--- src/rtl/wb_port_arbiter_pkg.sv ---
// ---------------------------------------------------------------------------
// wb_port_arbiter_pkg
//   Shared types for the register-file write-port arbiter and its pending
//   FIFO.
//   - wb_pend_entry_t : one buffered MDU result (destination, data, stale flag)
//   - grant_src_t     : which source owns the write port this cycle
//   - REG_ZERO        : architectural x0, never written and never tracked
//   - dstOneHot()     : one-hot register mask with x0 forced to zero
// ---------------------------------------------------------------------------
package wb_port_arbiter_pkg;

  // Storage width of the data field.  The arbiter's XLEN parameter must not
  // exceed this value; narrower widths are zero-extended into the entry.
  localparam int PKG_XLEN = 64;

  localparam logic [4:0] REG_ZERO = 5'd0;

  typedef struct packed {
    logic [4:0]          dst;
    logic [PKG_XLEN-1:0] data;
    logic                stale;
  } wb_pend_entry_t;

  typedef enum logic [1:0] {
    GRANT_NONE = 2'd0,
    GRANT_PIPE = 2'd1,
    GRANT_MDU  = 2'd2
  } grant_src_t;

  // Writes to x0 are discarded by the architecture, so x0 never shows up in
  // the hazard mask.
  function automatic logic [31:0] dstOneHot(input logic [4:0] dst);
    logic [31:0] mask;
    mask = '0;
    if (dst != REG_ZERO) begin
      mask[dst] = 1'b1;
    end
    return mask;
  endfunction

endpackage

--- src/rtl/wb_port_arbiter_if.sv ---
// ---------------------------------------------------------------------------
// wb_port_arbiter_if
//   Bundles every handshake and data signal around the shared register-file
//   write port.
//   - wb_*      : writeback-stage request (valid, regwrite, dst, data) and
//                 the stall returned to it
//   - mdu_*     : MDU result offer (valid, dst, data) and the FIFO's ready
//   - rf_*      : register-file write port (enable, address, data)
//   - pending_mask : per-register flag for the hazard unit
//   The slave modport is the arbiter's view; the master modport is the view
//   of the surrounding pipeline (or a testbench).
// ---------------------------------------------------------------------------
interface wb_port_arbiter_if #(
  parameter int XLEN = 64
);

  logic            wb_valid;
  logic            wb_regwrite;
  logic [4:0]      wb_dst;
  logic [XLEN-1:0] wb_data;
  logic            wb_stall;

  logic            mdu_valid;
  logic [4:0]      mdu_dst;
  logic [XLEN-1:0] mdu_data;
  logic            mdu_ready;

  logic            rf_wen;
  logic [4:0]      rf_waddr;
  logic [XLEN-1:0] rf_wdata;

  logic [31:0]     pending_mask;

  modport master (
    output wb_valid, wb_regwrite, wb_dst, wb_data,
    output mdu_valid, mdu_dst, mdu_data,
    input  wb_stall, mdu_ready,
    input  rf_wen, rf_waddr, rf_wdata,
    input  pending_mask
  );

  modport slave (
    input  wb_valid, wb_regwrite, wb_dst, wb_data,
    input  mdu_valid, mdu_dst, mdu_data,
    output wb_stall, mdu_ready,
    output rf_wen, rf_waddr, rf_wdata,
    output pending_mask
  );

endinterface

--- src/rtl/wb_port_arbiter_pending_fifo.sv ---
// ---------------------------------------------------------------------------
// wb_pending_fifo
//   Circular buffer of MDU results waiting for the register-file write port.
//   Ports:
//   - clk, reset   : clock, asynchronous active-high reset (empties buffer)
//   - pushEn/pushEntry : enqueue at the tail (caller guarantees not full)
//   - popEn        : dequeue the head (caller guarantees not empty)
//   - markEn/markDst : set stale on every valid entry whose dst matches
//   - count        : number of valid entries
//   - headValid/headEntry : oldest entry
//   - entryLive/entryDst : per-slot valid-and-not-stale flag and destination
// ---------------------------------------------------------------------------
module wb_pending_fifo
  import wb_port_arbiter_pkg::*;
#(
  parameter int DEPTH = 2
) (
  input  logic                     clk,
  input  logic                     reset,
  input  logic                     pushEn,
  input  wb_pend_entry_t           pushEntry,
  input  logic                     popEn,
  input  logic                     markEn,
  input  logic [4:0]               markDst,
  output logic [$clog2(DEPTH):0]   count,
  output logic                     headValid,
  output wb_pend_entry_t           headEntry,
  output logic [DEPTH-1:0]         entryLive,
  output logic [4:0]               entryDst [DEPTH]
);

  localparam int PTR_W = $clog2(DEPTH);
  localparam int CNT_W = PTR_W + 1;

  wb_pend_entry_t   mem [DEPTH];
  logic [PTR_W-1:0] headPtr;
  logic [PTR_W-1:0] tailPtr;
  logic [PTR_W-1:0] slotOffset [DEPTH];
  logic [DEPTH-1:0] slotValid;

  // A slot holds a live entry when its distance from the head (modulo the
  // power-of-two depth) is below the occupancy count.  Deriving validity this
  // way keeps head/tail/count as the only bookkeeping state.
  always_comb begin
    for (int i = 0; i < DEPTH; i++) begin
      slotOffset[i] = PTR_W'(PTR_W'(i) - headPtr);
      slotValid[i]  = {1'b0, slotOffset[i]} < count;
      entryLive[i]  = slotValid[i] & ~mem[i].stale;
      entryDst[i]   = mem[i].dst;
    end
  end

  assign headValid = (count != '0);
  assign headEntry = mem[headPtr];

  // Storage and pointers.  The stale mark is applied before the push so a
  // newly written tail slot always takes the caller's stale decision; the
  // tail slot is never valid when pushing, so the two cannot collide.
  always_ff @(posedge clk or posedge reset) begin
    if (reset) begin
      headPtr <= '0;
      tailPtr <= '0;
      count   <= '0;
      for (int i = 0; i < DEPTH; i++) begin
        mem[i] <= '0;
      end
    end else begin
      for (int i = 0; i < DEPTH; i++) begin
        if (markEn && slotValid[i] && (mem[i].dst == markDst)) begin
          mem[i].stale <= 1'b1;
        end
      end
      if (pushEn) begin
        mem[tailPtr] <= pushEntry;
        tailPtr      <= tailPtr + 1'b1;
      end
      if (popEn) begin
        headPtr <= headPtr + 1'b1;
      end
      case ({pushEn, popEn})
        2'b10:   count <= count + CNT_W'(1);
        2'b01:   count <= count - CNT_W'(1);
        default: count <= count;
      endcase
    end
  end

endmodule

--- src/rtl/wb_port_arbiter.sv ---
// ---------------------------------------------------------------------------
// wb_port_arbiter
//   Shares the single integer register-file write port between the in-order
//   writeback stage and the out-of-band multiply/divide unit.  MDU results
//   wait in a small pending FIFO and drain when the pipeline leaves the port
//   free; a head refused MAX_WAIT times takes the port and stalls writeback.
//   Pipeline writes to a register with a buffered MDU result squash it.
//   Ports:
//   - clk   : clock
//   - reset : asynchronous active-high reset
//   - bus   : slave view of wb_port_arbiter_if (writeback request/stall, MDU
//             offer/ready, register-file write port, pending_mask)
// ---------------------------------------------------------------------------
module wb_port_arbiter
  import wb_port_arbiter_pkg::*;
#(
  parameter int XLEN     = 64,
  parameter int DEPTH    = 2,
  parameter int MAX_WAIT = 4
) (
  input logic              clk,
  input logic              reset,
  wb_port_arbiter_if.slave bus
);

  localparam int CNT_W = $clog2(DEPTH) + 1;
  localparam int AGE_W = $clog2(MAX_WAIT + 1);
  localparam logic [CNT_W-1:0] CNT_FULL  = CNT_W'(DEPTH);
  localparam logic [AGE_W-1:0] AGE_LIMIT = AGE_W'(MAX_WAIT);

  logic [CNT_W-1:0] count;
  logic             headValid;
  wb_pend_entry_t   headEntry;
  logic [DEPTH-1:0] entryLive;
  logic [4:0]       entryDst [DEPTH];

  logic             pipeReq;
  logic             headLive;
  logic             mduGrant;
  logic             pipeGrant;
  logic             mduReady;
  logic             pushEn;
  logic             popEn;
  logic             pushStale;
  wb_pend_entry_t   pushEntry;
  grant_src_t       grantSrc;
  logic [AGE_W-1:0] age;

  wb_pending_fifo #(
    .DEPTH(DEPTH)
  ) pendingFifo (
    .clk       (clk),
    .reset     (reset),
    .pushEn    (pushEn),
    .pushEntry (pushEntry),
    .popEn     (popEn),
    .markEn    (pipeGrant),
    .markDst   (bus.wb_dst),
    .count     (count),
    .headValid (headValid),
    .headEntry (headEntry),
    .entryLive (entryLive),
    .entryDst  (entryDst)
  );

  // Grant decision.  A stale head never competes for the port: it is popped
  // silently and the pipeline keeps the port that cycle.  A live head yields
  // to the pipeline until its age saturates, then wins and stalls writeback.
  // Ready depends only on the registered count, so a full FIFO refuses an
  // offer even in a cycle where the head drains.  A push is born stale when
  // it targets x0 or when the pipeline writes the same register this cycle.
  always_comb begin
    pipeReq   = bus.wb_valid & bus.wb_regwrite & (bus.wb_dst != REG_ZERO);
    headLive  = headValid & ~headEntry.stale;
    mduGrant  = headLive & (~pipeReq | (age >= AGE_LIMIT));
    pipeGrant = pipeReq & ~mduGrant;
    popEn     = headValid & (headEntry.stale | mduGrant);

    mduReady  = (count < CNT_FULL);
    pushEn    = bus.mdu_valid & mduReady;
    pushStale = (bus.mdu_dst == REG_ZERO) |
                (pipeGrant & (bus.mdu_dst == bus.wb_dst));

    pushEntry       = '0;
    pushEntry.dst   = bus.mdu_dst;
    pushEntry.data  = PKG_XLEN'(bus.mdu_data);
    pushEntry.stale = pushStale;

    grantSrc = GRANT_NONE;
    if (!reset) begin
      if (mduGrant) begin
        grantSrc = GRANT_MDU;
      end else if (pipeGrant) begin
        grantSrc = GRANT_PIPE;
      end
    end
  end

  // Port outputs follow the granted source combinationally so a pipeline
  // write lands in its own cycle.  Address and data are zero when idle.
  always_comb begin
    bus.rf_wen   = 1'b0;
    bus.rf_waddr = '0;
    bus.rf_wdata = '0;
    case (grantSrc)
      GRANT_PIPE: begin
        bus.rf_wen   = 1'b1;
        bus.rf_waddr = bus.wb_dst;
        bus.rf_wdata = bus.wb_data;
      end
      GRANT_MDU: begin
        bus.rf_wen   = 1'b1;
        bus.rf_waddr = headEntry.dst;
        bus.rf_wdata = headEntry.data[XLEN-1:0];
      end
      default: begin
      end
    endcase
    bus.wb_stall  = ~reset & pipeReq & mduGrant;
    bus.mdu_ready = mduReady;
  end

  // Hazard mask: every buffered result that will still be written.  Built
  // from registered FIFO state only, so it never reflects this cycle's push.
  always_comb begin
    bus.pending_mask = '0;
    for (int i = 0; i < DEPTH; i++) begin
      if (entryLive[i]) begin
        bus.pending_mask = bus.pending_mask | dstOneHot(entryDst[i]);
      end
    end
  end

  // Age of the current head: counts refused cycles of a live head, saturates
  // at the forcing threshold and restarts for each new head.
  always_ff @(posedge clk or posedge reset) begin
    if (reset) begin
      age <= '0;
    end else if (popEn) begin
      age <= '0;
    end else if (headLive && !mduGrant && (age < AGE_LIMIT)) begin
      age <= age + AGE_W'(1);
    end
  end

endmodule

--- src/flat_wrapper.sv ---
// flat-port wrapper written by rule: the top's interface ports become plain ports
module wb_port_arbiter_flat import wb_port_arbiter_pkg::*;
#(
  parameter int XLEN     = 64,
  parameter int DEPTH    = 2,
  parameter int MAX_WAIT = 4
)
  (clk, reset, bus_wb_valid, bus_wb_regwrite, bus_wb_dst, bus_wb_data, bus_mdu_valid, bus_mdu_dst, bus_mdu_data, bus_wb_stall, bus_mdu_ready, bus_rf_wen, bus_rf_waddr, bus_rf_wdata, bus_pending_mask);
  wb_port_arbiter_if #(.XLEN(XLEN)) bus_i ();
  input logic clk;
  input logic reset;
  input wire logic [$bits(bus_i.wb_valid)-1:0] bus_wb_valid;
  input wire logic [$bits(bus_i.wb_regwrite)-1:0] bus_wb_regwrite;
  input wire logic [$bits(bus_i.wb_dst)-1:0] bus_wb_dst;
  input wire logic [$bits(bus_i.wb_data)-1:0] bus_wb_data;
  input wire logic [$bits(bus_i.mdu_valid)-1:0] bus_mdu_valid;
  input wire logic [$bits(bus_i.mdu_dst)-1:0] bus_mdu_dst;
  input wire logic [$bits(bus_i.mdu_data)-1:0] bus_mdu_data;
  output wire logic [$bits(bus_i.wb_stall)-1:0] bus_wb_stall;
  output wire logic [$bits(bus_i.mdu_ready)-1:0] bus_mdu_ready;
  output wire logic [$bits(bus_i.rf_wen)-1:0] bus_rf_wen;
  output wire logic [$bits(bus_i.rf_waddr)-1:0] bus_rf_waddr;
  output wire logic [$bits(bus_i.rf_wdata)-1:0] bus_rf_wdata;
  output wire logic [$bits(bus_i.pending_mask)-1:0] bus_pending_mask;
  assign bus_i.wb_valid = bus_wb_valid;
  assign bus_i.wb_regwrite = bus_wb_regwrite;
  assign bus_i.wb_dst = bus_wb_dst;
  assign bus_i.wb_data = bus_wb_data;
  assign bus_i.mdu_valid = bus_mdu_valid;
  assign bus_i.mdu_dst = bus_mdu_dst;
  assign bus_i.mdu_data = bus_mdu_data;
  assign bus_wb_stall = bus_i.wb_stall;
  assign bus_mdu_ready = bus_i.mdu_ready;
  assign bus_rf_wen = bus_i.rf_wen;
  assign bus_rf_waddr = bus_i.rf_waddr;
  assign bus_rf_wdata = bus_i.rf_wdata;
  assign bus_pending_mask = bus_i.pending_mask;
  wb_port_arbiter #(.XLEN(XLEN), .DEPTH(DEPTH), .MAX_WAIT(MAX_WAIT)) u_core (.clk(clk), .reset(reset), .bus(bus_i));
endmodule
--- config.mk ---
export PLATFORM = sky130hd
export DESIGN_NAME = wb_port_arbiter_flat
export DESIGN_NICKNAME = d
export VERILOG_FILES = /design/src/rtl/wb_port_arbiter_pkg.sv /design/src/rtl/wb_port_arbiter_if.sv /design/src/rtl/wb_port_arbiter_pending_fifo.sv /design/src/rtl/wb_port_arbiter.sv /design/src/flat_wrapper.sv
export SDC_FILE = /design/constraint.sdc
export NUM_CORES = 1
export LEC_CHECK = 0
export CAP_MARGIN = 20
export CORE_AREA = 10 10 108 183
export DETAILED_ROUTE_END_ITERATION = 12
export DIE_AREA = 0 0 118 193
export DONT_BUFFER_PORTS = 1
export PLACE_DENSITY_LB_ADDON = 0.15
export SLEW_MARGIN = 40
export SYNTH_ARGS = -nofsm -noshare
export SYNTH_HDL_FRONTEND = slang
export SYNTH_SLANG_ARGS = --single-unit
--- constraint.sdc ---
create_clock -name clk -period 14.9 [get_ports clk]
set_input_delay 4.47 -clock clk [delete_from_list [all_inputs] [get_ports clk]]
set_output_delay 4.47 -clock clk [all_outputs]
set_load 0.05 [all_outputs]
Word level (Yosys, flattened, before mapping)
Cells that the tools add are included.
{"block": "totals", "regBits": 147, "inputBits": 143, "out_inout_bits": 104, "wordCells": 105}
{"block": "op_classes", "addsub": 7, "n_lt_le_gt_ge": 12, "eq_ne": 7, "n_mux": 27, "bitwise_logic": 24, "reduce_logical": 18}
{"op": "$mux W70", "count": 4}
{"op": "$mux W32", "count": 5}
{"op": "$bwmux W140", "count": 1}
{"op": "$pmux W64 S2", "count": 1}
{"op": "$mux W71", "count": 1}
{"op": "$demux W70 S1", "count": 1}
{"op": "$or A32 B32 Y32", "count": 1}
{"op": "$eq A5 B5 Y1", "count": 3}
{"op": "$reduce_bool A5 Y1", "count": 3}
{"op": "$and A1 B1 Y1", "count": 12}
{"op": "$lt A5 B6 Y1 const B", "count": 2}
{"op": "$demux W1 S5", "count": 2}
{"op": "$ge A5 B1 Y1 const B", "count": 2}
{"op": "$pmux W5 S2", "count": 1}
{"op": "$logic_and A1 B1 Y1", "count": 9}
{"op": "$mux W1", "count": 6}
{"op": "$mux W3", "count": 2}
{"op": "$not A1 Y1", "count": 6}
{"op": "$reduce_bool A2 Y1", "count": 3}
{"op": "$logic_not A5 Y1", "count": 1}
{"op": "$eq A2 B1 Y1 const B", "count": 2}
{"op": "$eq A2 B2 Y1 const B", "count": 2}
{"op": "$ge A2 B2 Y1 const B", "count": 2}
{"op": "$lt A1 B2 Y1", "count": 2}
{"op": "other kinds (15)", "count": 21}

Longest topological paths before layout
{"block": "logic_depth", "word_depth": 15, "mapped_depth": 8, "mapped_depth_nobuf": 7}

Modules after synthesis
From an unflattened synthesis, not the netlist that was laid out.
{"block": "unflattened", "cells_unflattened": 603, "area_unflattened_um2": 7837.5}
{"mod": "wb_pending_fifo", "n_inst": 1, "cells_per_inst": 421, "area_each_um2": 6453.7, "seq_area_each_um2": 3603.5}
{"mod": "wb_port_arbiter", "n_inst": 1, "cells_per_inst": 182, "area_each_um2": 1383.8, "seq_area_each_um2": 75.1}

Worst setup path after synthesis
Ideal clock, no wire load.
{"block": "synth_timing", "kind": "input-to-output", "startpoint": "input port reset", "endpoint": "output port bus_rf_waddr[4]", "t_arrival_ns": 8.607, "t_required_ns": 10.430, "path_slack_ns": 1.823, "cell_stages": 3, "path_buffers": 0, "path_cell_list": "inv_1 -> nand3_1 -> o22ai_2"}
{"block": "synth_via", "elab_chain_cells": 3, "word_cells_on_any_way": 4, "classes_between": "2 x eq/ne; 2 x mux"}
{"item": "start: declaration", "line_no": "flat_wrapper.sv:11", "text": "input logic reset;"}
{"item": "$mux W2 *", "line_no": "wb_port_arbiter.sv:90", "text": "if (!reset) begin"}
{"item": "$eq A2 B2 Y1 / $eq A2 B1 Y1 (equally long branches)", "line_no": "wb_port_arbiter.sv:105", "text": "case (grantSrc)"}
{"item": "$pmux W5 S2 *", "line_no": "wb_port_arbiter.sv:105"}
{"item": "end: declaration", "line_no": "flat_wrapper.sv:22", "text": "output wire logic [$bits(bus_i.rf_waddr)-1:0] bus_rf_waddr;"}
Mark *: on every way between the ends. The rest lies on a longest branch, timed or not.

Worst setup path in the final report
{"block": "layout_timing", "startpoint": "input port bus_wb_dst[0]", "endpoint": "output port bus_rf_wdata[21]"}
{"block": "layout_via", "elab_chain_cells": 12, "word_cells_on_any_way": 13, "classes_between": "2 x eq/ne; 4 x mux; 6 x bitwise; 1 x reduce/logical"}
{"item": "start: declaration", "line_no": "flat_wrapper.sv:14", "text": "input wire logic [$bits(bus_i.wb_dst)-1:0] bus_wb_dst;"}
{"item": "$reduce_bool A5 Y1 *", "line_no": "wb_port_arbiter.sv:73", "text": "pipeReq = bus.wb_valid & bus.wb_regwrite & (bus.wb_dst != REG_ZERO);"}
{"item": "$and A1 B1 Y1 *", "line_no": "wb_port_arbiter.sv:73"}
{"item": "$not A1 Y1", "line_no": "wb_port_arbiter.sv:75", "text": "mduGrant = headLive & (~pipeReq | (age >= AGE_LIMIT));"}
{"item": "$or A1 B1 Y1", "line_no": "wb_port_arbiter.sv:75"}
{"item": "$and A1 B1 Y1", "line_no": "wb_port_arbiter.sv:75"}
{"item": "$not A1 Y1", "line_no": "wb_port_arbiter.sv:76", "text": "pipeGrant = pipeReq & ~mduGrant;"}
{"item": "$and A1 B1 Y1", "line_no": "wb_port_arbiter.sv:76"}
{"item": "$mux W1", "line_no": "wb_port_arbiter.sv:93", "text": "end else if (pipeGrant) begin"}
{"item": "$mux W2 *", "line_no": "wb_port_arbiter.sv:91", "text": "if (mduGrant) begin"}
{"item": "$mux W2 *", "line_no": "wb_port_arbiter.sv:90"}
{"item": "$eq A2 B2 Y1 / $eq A2 B1 Y1 (equally long branches)", "line_no": "wb_port_arbiter.sv:105"}
{"item": "$pmux W64 S2 *", "line_no": "wb_port_arbiter.sv:105"}
{"item": "end: declaration", "line_no": "flat_wrapper.sv:23", "text": "output wire logic [$bits(bus_i.rf_wdata)-1:0] bus_rf_wdata;"}
Marks and branches as above.

==> out/results.tsv <==
metric	value	unit
status	complete, no violations	
cts_tree	done	
endpoint_kind	output port	
clkSinkCount	147	
track_usage	0.1750	
synth_flop_cell	dfrtp_1	
layout-drive-gt1-share	0.4833	
grt_max_degree	85	
drc	0	
place_congestion	0.8726	
vias_per_cell	6.068	
synthesis.nets	755	
synthCells	610	
h-tree-depth	4	
grt_first_pass_wirelength	31.35	mm
tightest_slew	789.3	ps
worstPathCellList	nor4_4 > a211oi_2 > or4b_4 > buf_12 > o2bb2ai_2	
drtPass1Iterations	4	
async_reset_ff_frac	1.000	
leakagePower	3.592	nW
post_cts_buffers	0	
p_clk_frac	0.199	
yosysWarnings	0	
max_clock_freq	92.10	MHz
clock_latency	410	ps
max-slew-margin-rel	0.4738	
cts_resized	0	
min_period	10860	ps
critPathArrivalTime	6390	ps
cap_violations	0	
routed_wl	20.19	mm
fp.dieW	118	µm
dieArea	22770	µm²
clock_skew	6.104	ps
hold_viol	0	
swShare	0.4278	
ys_types	46	
yosysSeqAreaShare	0.4496	
cp_slowest_stage_delay	630	ps
wire_per_inst	24.47	µm
final_util	0.5449	
fin_cells	825	
crit_path_top_delay_cell	or4b_4	
syn-cell-area	8182	µm²
finalSetupViolations	0	
fin_crit_sh	0.7287	
holdWs	503.0	ps
drv_slew	0	
combinationalPowerShare	0.466	
area_growth_syn_to_layout	11.30	%
clk_path_buf_depth	2	
drtIter0Drc	175	
grt_antenna_before_repair	0	
place_hpwl	14.94	mm
pin_count	247	
clk_pin_slew_worst_paths	50	ps
cts-buffers-inserted	17	
io_buffer_count	0	
p_sw	965.0	µW
ant_nets	0	
place_inst	794	
start_util	0.4896	
rows	63	
gr-total-overflow	0	
crit_type	input port to output port	
peakVddDrop	0.1287	mV
fp.dieH	193	µm
diodes	0	
fin_setup_tns	0	ps
cp_max_fo	37	
layout.nets	732	
cp_data_required_time	10430	ps
syn_area_per_cell	13.41	µm²
ys_ff_latch	147	
core-area	16710	µm²
p_int	1.291	mW
grt_pass1_vias	5612	
hp-class	flip-flop to flip-flop	
vias	5006	
power_frac_seq	0.335	
start_kind	input port	
synth_enable_flop_cells	0	
reg2reg_slack	12220	ps
p_per_area	247.7	nW/µm²
rsz0062_at_grt	false	
cts_root_buffer	clkbuf_16	
postCtsHoldBufs	0	
## worst paths after layout
path	start	to	cells past startpoint
setup / recovery	bus_wb_dst[0]	bus_rf_wdata[21]	5
hold / removal	u_core.pendingFifo.mem[2]	u_core.pendingFifo.mem[2]	1
setup reg to reg	u_core.pendingFifo.count[1]	u_core.pendingFifo.mem[99]	5
hold reg to reg	u_core.pendingFifo.mem[2]	u_core.pendingFifo.mem[2]	1
max in group asynchronous	reset	u_core.pendingFifo.mem[86]	2
min in group asynchronous	reset	u_core.pendingFifo.mem[43]	1
## worst max-delay path, delay by kind of cell
| family | cells | cell delay, ps |
|---|---|---|
| AO/OA/AOI/OAI | 2 | 680 |
| buffers and inverters | 1 | 220 |
| AND/OR/NAND/NOR | 2 | 980 |
## routing by layer
layer / vias to the layer above / wire (µm) / global-route usage
met2: 182 / 11160 / 0.3299
li1: 2241 / - / -
met4: 0 / 420 / 0.06877
met5: - / 0 / 0
met1: 2552 / 7028 / 0.1650
met3: 31 / 1576 / 0.07143
## synthesized netlist by cell type, types with 2 or more instances
cell type | count | share of area
a211oi_1 | 2 | 0.0018
a21oi_1 | 4 | 0.0024
buf_1 | 13 | 0.0060
buf_12 | 7 | 0.017
buf_2 | 12 | 0.0073
buf_4 | 2 | 0.0018
buf_6 | 2 | 0.0028
clkbuf_1 | 14 | 0.0064
dfrtp_1 | 147 | 0.45
ha_1 | 2 | 0.0031
inv_1 | 5 | 0.0023
mux2_2 | 137 | 0.19
mux2i_1 | 69 | 0.084
nand2_1 | 18 | 0.0083
nand2b_1 | 4 | 0.0031
nand3_1 | 7 | 0.0043
nand3b_1 | 5 | 0.0046
nor2_1 | 7 | 0.0032
nor2b_1 | 3 | 0.0023
nor4_1 | 3 | 0.0023
o21ai_0 | 6 | 0.0037
o22ai_1 | 31 | 0.024
o2bb2ai_2 | 67 | 0.12
or2_2 | 2 | 0.0015
or3b_2 | 2 | 0.0021
xnor2_1 | 9 | 0.0096
xor2_1 | 11 | 0.012
## power by group through the flow
stage	combinational, mW	sequential, mW	clock (mW)
floorplan	0.945	0.689	0
finish	1.05	0.756	0.449
global route	1.12	0.786	0.478
detailed placement	1.06	0.762	0
CTS	1.07	0.756	0.461
global placement	0.997	0.748	0
## cell type report
class / count / area, µm²
Sequential cell: 147 / 3682
Clock buffer: 21 / 470.5
Clock inverter: 9 / 153.9
Tap cell: 227 / 284.0
Multi-Input combinational cell: 408 / 4379
Fill cell: 1459 / 7605
Timing Repair Buffer: 8 / 112.6
Inverter: 5 / 23.77
## cells by family after synthesis
| logic type | after synthesis | share of synthesized area |
|---|---|---|
| multiplexers | 207 | 0.2757 |
| AND/OR/NAND/NOR | 60 | 0.04190 |
| flip-flops | 147 | 0.4496 |
| XOR/XNOR | 20 | 0.02141 |
| buffers and inverters | 55 | 0.04374 |
| adder cells (fa/ha/maj) | 2 | 0.003058 |
| AO/OA/AOI/OAI | 118 | 0.1641 |
| other | 1 | 0.0004583 |
## per-stage QoR
stage          instance area [µm²]  setup slack (ps)  total power, mW
3_3_place_gp                  8190              3461            1.744
3_5_place_dp                  8463              4050            1.827
2_1_floorplan                 8182              1823            1.634
6_report                      9106              4042            2.256
5_1_grt                       9106              3995            2.388
4_1_cts                       9087              4048            2.283
## registers in the layout, indices dropped and copies added (netlist names)
register                     cells
u_core.age                       3
u_core.pendingFifo.headPtr       1
u_core.pendingFifo.tailPtr       1
u_core.pendingFifo.mem         130
u_core.pendingFifo.count         2
u_core.pendingFifo.entryDst     10
## cells in the final DEF (no fill, tap or decap), types with 7 or more instances in the layout
cell | Yosys | routed
clkbuf_16 | 0 | 17
dfrtp_1 | 147 | 146
mux2_2 | 137 | 137
mux2i_1 | 69 | 69
nand2_1 | 18 | 17
nand3_1 | 7 | 7
o22ai_2 | 1 | 32
o2bb2ai_2 | 67 | 68
xnor2_1 | 9 | 9
xor2_1 | 11 | 11
Power figures use the tool's default switching activity.
==> edit: new RTL, same flow settings <==
`MAX_WAIT` is set to 4 in 2 places; all go to 8.
--- a/src/rtl/wb_port_arbiter.sv
+++ b/src/rtl/wb_port_arbiter.sv
@@ -17,5 +17,5 @@
   parameter int XLEN     = 64,
   parameter int DEPTH    = 2,
-  parameter int MAX_WAIT = 4
+  parameter int MAX_WAIT = 8
 ) (
   input logic              clk,
--- a/src/flat_wrapper.sv
+++ b/src/flat_wrapper.sv
@@ -4,5 +4,5 @@
   parameter int XLEN     = 64,
   parameter int DEPTH    = 2,
-  parameter int MAX_WAIT = 4
+  parameter int MAX_WAIT = 8
 )
   (clk, reset, bus_wb_valid, bus_wb_regwrite, bus_wb_dst, bus_wb_data, bus_mdu_valid, bus_mdu_dst, bus_mdu_data, bus_wb_stall, bus_mdu_ready, bus_rf_wen, bus_rf_waddr, bus_rf_wdata, bus_pending_mask);
Behaviour: no difference found for any inputs over 4 cycles, from zero or initial values and one cycle with reset high; that may be too few to reach the edited logic, so the function may still have changed.
==> edit against the unedited design <==
- setup slack got worse by 290 ps
- count of clock-buffer cells in the layout fell by 1
- maximum frequency fell by 2.6%
- sequential share of layout area rose by 0.18 points
- sequential cell count rose by 1
- power fell by 2.1%
- die area did not move
- final area rose by 0.23%
- utilization rose by 0.13 points
- register-to-register slack improved by 210 ps
- routed wire length rose by 3.4%
- area after synthesis fell by 6.3%
- critical endpoint is now bus_rf_wdata[30]
- largest cell class unchanged
==> edit: results (changes against the unedited design) <==
[cells_and_area]
fin_nets = 743  ; was 732
buffers = 11  ; was 8
multi_input_gates = 414  ; was 408
area_share_nonclk_buffers = 0.0199  ; was 0.0124
sh_seq_area = 0.406  ; was 0.404
clock_area_frac = 0.0598  ; was 0.0686

[power]
total_leakage_power_nw = 3.60  ; was 3.59 nW
peakVddDrop_v = 0.000118  ; was 0.000129 V
seq_power_share = 0.343  ; was 0.335
powerClk_w = 0.000392  ; was 0.000449 W

[synthesis]
netlist_top_cells_area = dfrtp_1 48%, mux2_2 20%, mux2i_1 9.0%, o2bb2ai_1 7.9%, o22ai_1 2.6%  ; was dfrtp_1 45%, mux2_2 19%, o2bb2ai_2 12%, mux2i_1 8.4%, o22ai_1 2.4%
synth_commonest_cells = 148 x dfrtp_1, 137 x mux2_2, 69 x mux2i_1, 69 x o2bb2ai_1, 35 x clkbuf_1  ; was 147 x dfrtp_1, 137 x mux2_2, 69 x mux2i_1, 67 x o2bb2ai_2, 31 x o22ai_1
seq_area_frac_synth = 0.483  ; was 0.450
synth_xor_area_frac = 0.0251  ; was 0.0214
synth_fp_nets = 760  ; was 755
ys_types = 41  ; was 46
synthMuxAreaShare = 0.293  ; was 0.276
synth_compound_area_frac = 0.117  ; was 0.164
synthAdderAreaFrac = 0.00490  ; was 0.00306

[timing]
worstMarginPinSlew_ps = 728  ; was 789 ps

[cts]
cts_sinks = 148  ; was 147

[worst_setup_path]
r2r_cells = 4  ; was 5
r2r-end = u_core.pendingFifo.mem[36]  ; was u_core.pendingFifo.mem[99]
max_stage_delay_ps = 580  ; was 630 ps

[placement]
pre_cts_ws_ps = 3750  ; was 4050 ps
place_hpwl_um = 15800  ; was 14,900 um
gp_congestion = 0.884  ; was 0.873

[global_routing]
grt_pass1_wl_um = 31900  ; was 31,400 um
grt_pass1_vias = 5639  ; was 5,612
track_usage = 0.178  ; was 0.175

[run_status]
status = finished clean  ; unchanged

[routing]
wl_per_cell_um = 24.9  ; was 24.5 um
drt-initial-drc-count = 209  ; was 175

==> edit: cell types whose count changed after synthesis, moves of 9 or more <==
cell	change
o2bb2ai_1	+68
buf_1	-11
clkbuf_1	+21
nor2_1	+9
o2bb2ai_2	-67
==> edit: how the worst max path moves through the flow <==
| stage | end | from | cells past startpoint |
|---|---|---|---|
| floorplan | bus_rf_wdata[24] | reset | 6 |
| global placement | bus_rf_wdata[33] | bus_wb_dst[0] | 5 |
| detailed placement | bus_rf_wdata[30] | bus_wb_dst[0] | 6 |
| CTS | bus_rf_wdata[30] | bus_wb_dst[0] | 6 |
| global route | bus_rf_wdata[30] | bus_wb_dst[0] | 6 |
| finish | bus_rf_wdata[30] | bus_wb_dst[0] | 6 |
==> edit: metrics by stage <==
| step | instance area [um2] | cells | hold slack [ps] | power, W | util |
|---|---|---|---|---|---|
| finish | 9130 | 837 | 505 | 0.00221 | 0.546 |
| floorplan | 7660 | 614 | 479 | 0.00155 | - |
| detailed placement | 8580 | 805 | 493 | 0.00184 | 0.514 |
| CTS | 9130 | 837 | 507 | 0.00224 | 0.546 |
| global placement | 7810 | 799 | 487 | 0.00169 | 0.467 |
| global route | 9130 | 837 | 512 | 0.00234 | 0.546 |
==> edit: layer usage <==
layer / track usage / share of wire / vias up
li1: - / - / 2259
met3: 0.0662 / 0.079 / 26
met2: 0.347 / 0.57 / 172
met4: 0.0659 / 0.020 / 0
met5: 0 / 0 / -
met1: 0.163 / 0.33 / 2546
==> edit: cells by family after synthesis <==
| logic type | count (synthesis) |
|---|---|
| muxes | 207 |
| DFF | 148 |
| AOI/OAI and AO/OA | 114 |
| and+or+nand+nor | 67 |
| buffers and inverters | 52 |
| xor gates and xnor gates | 22 |
| adders and majority gates | 3 |
| other | 1 |
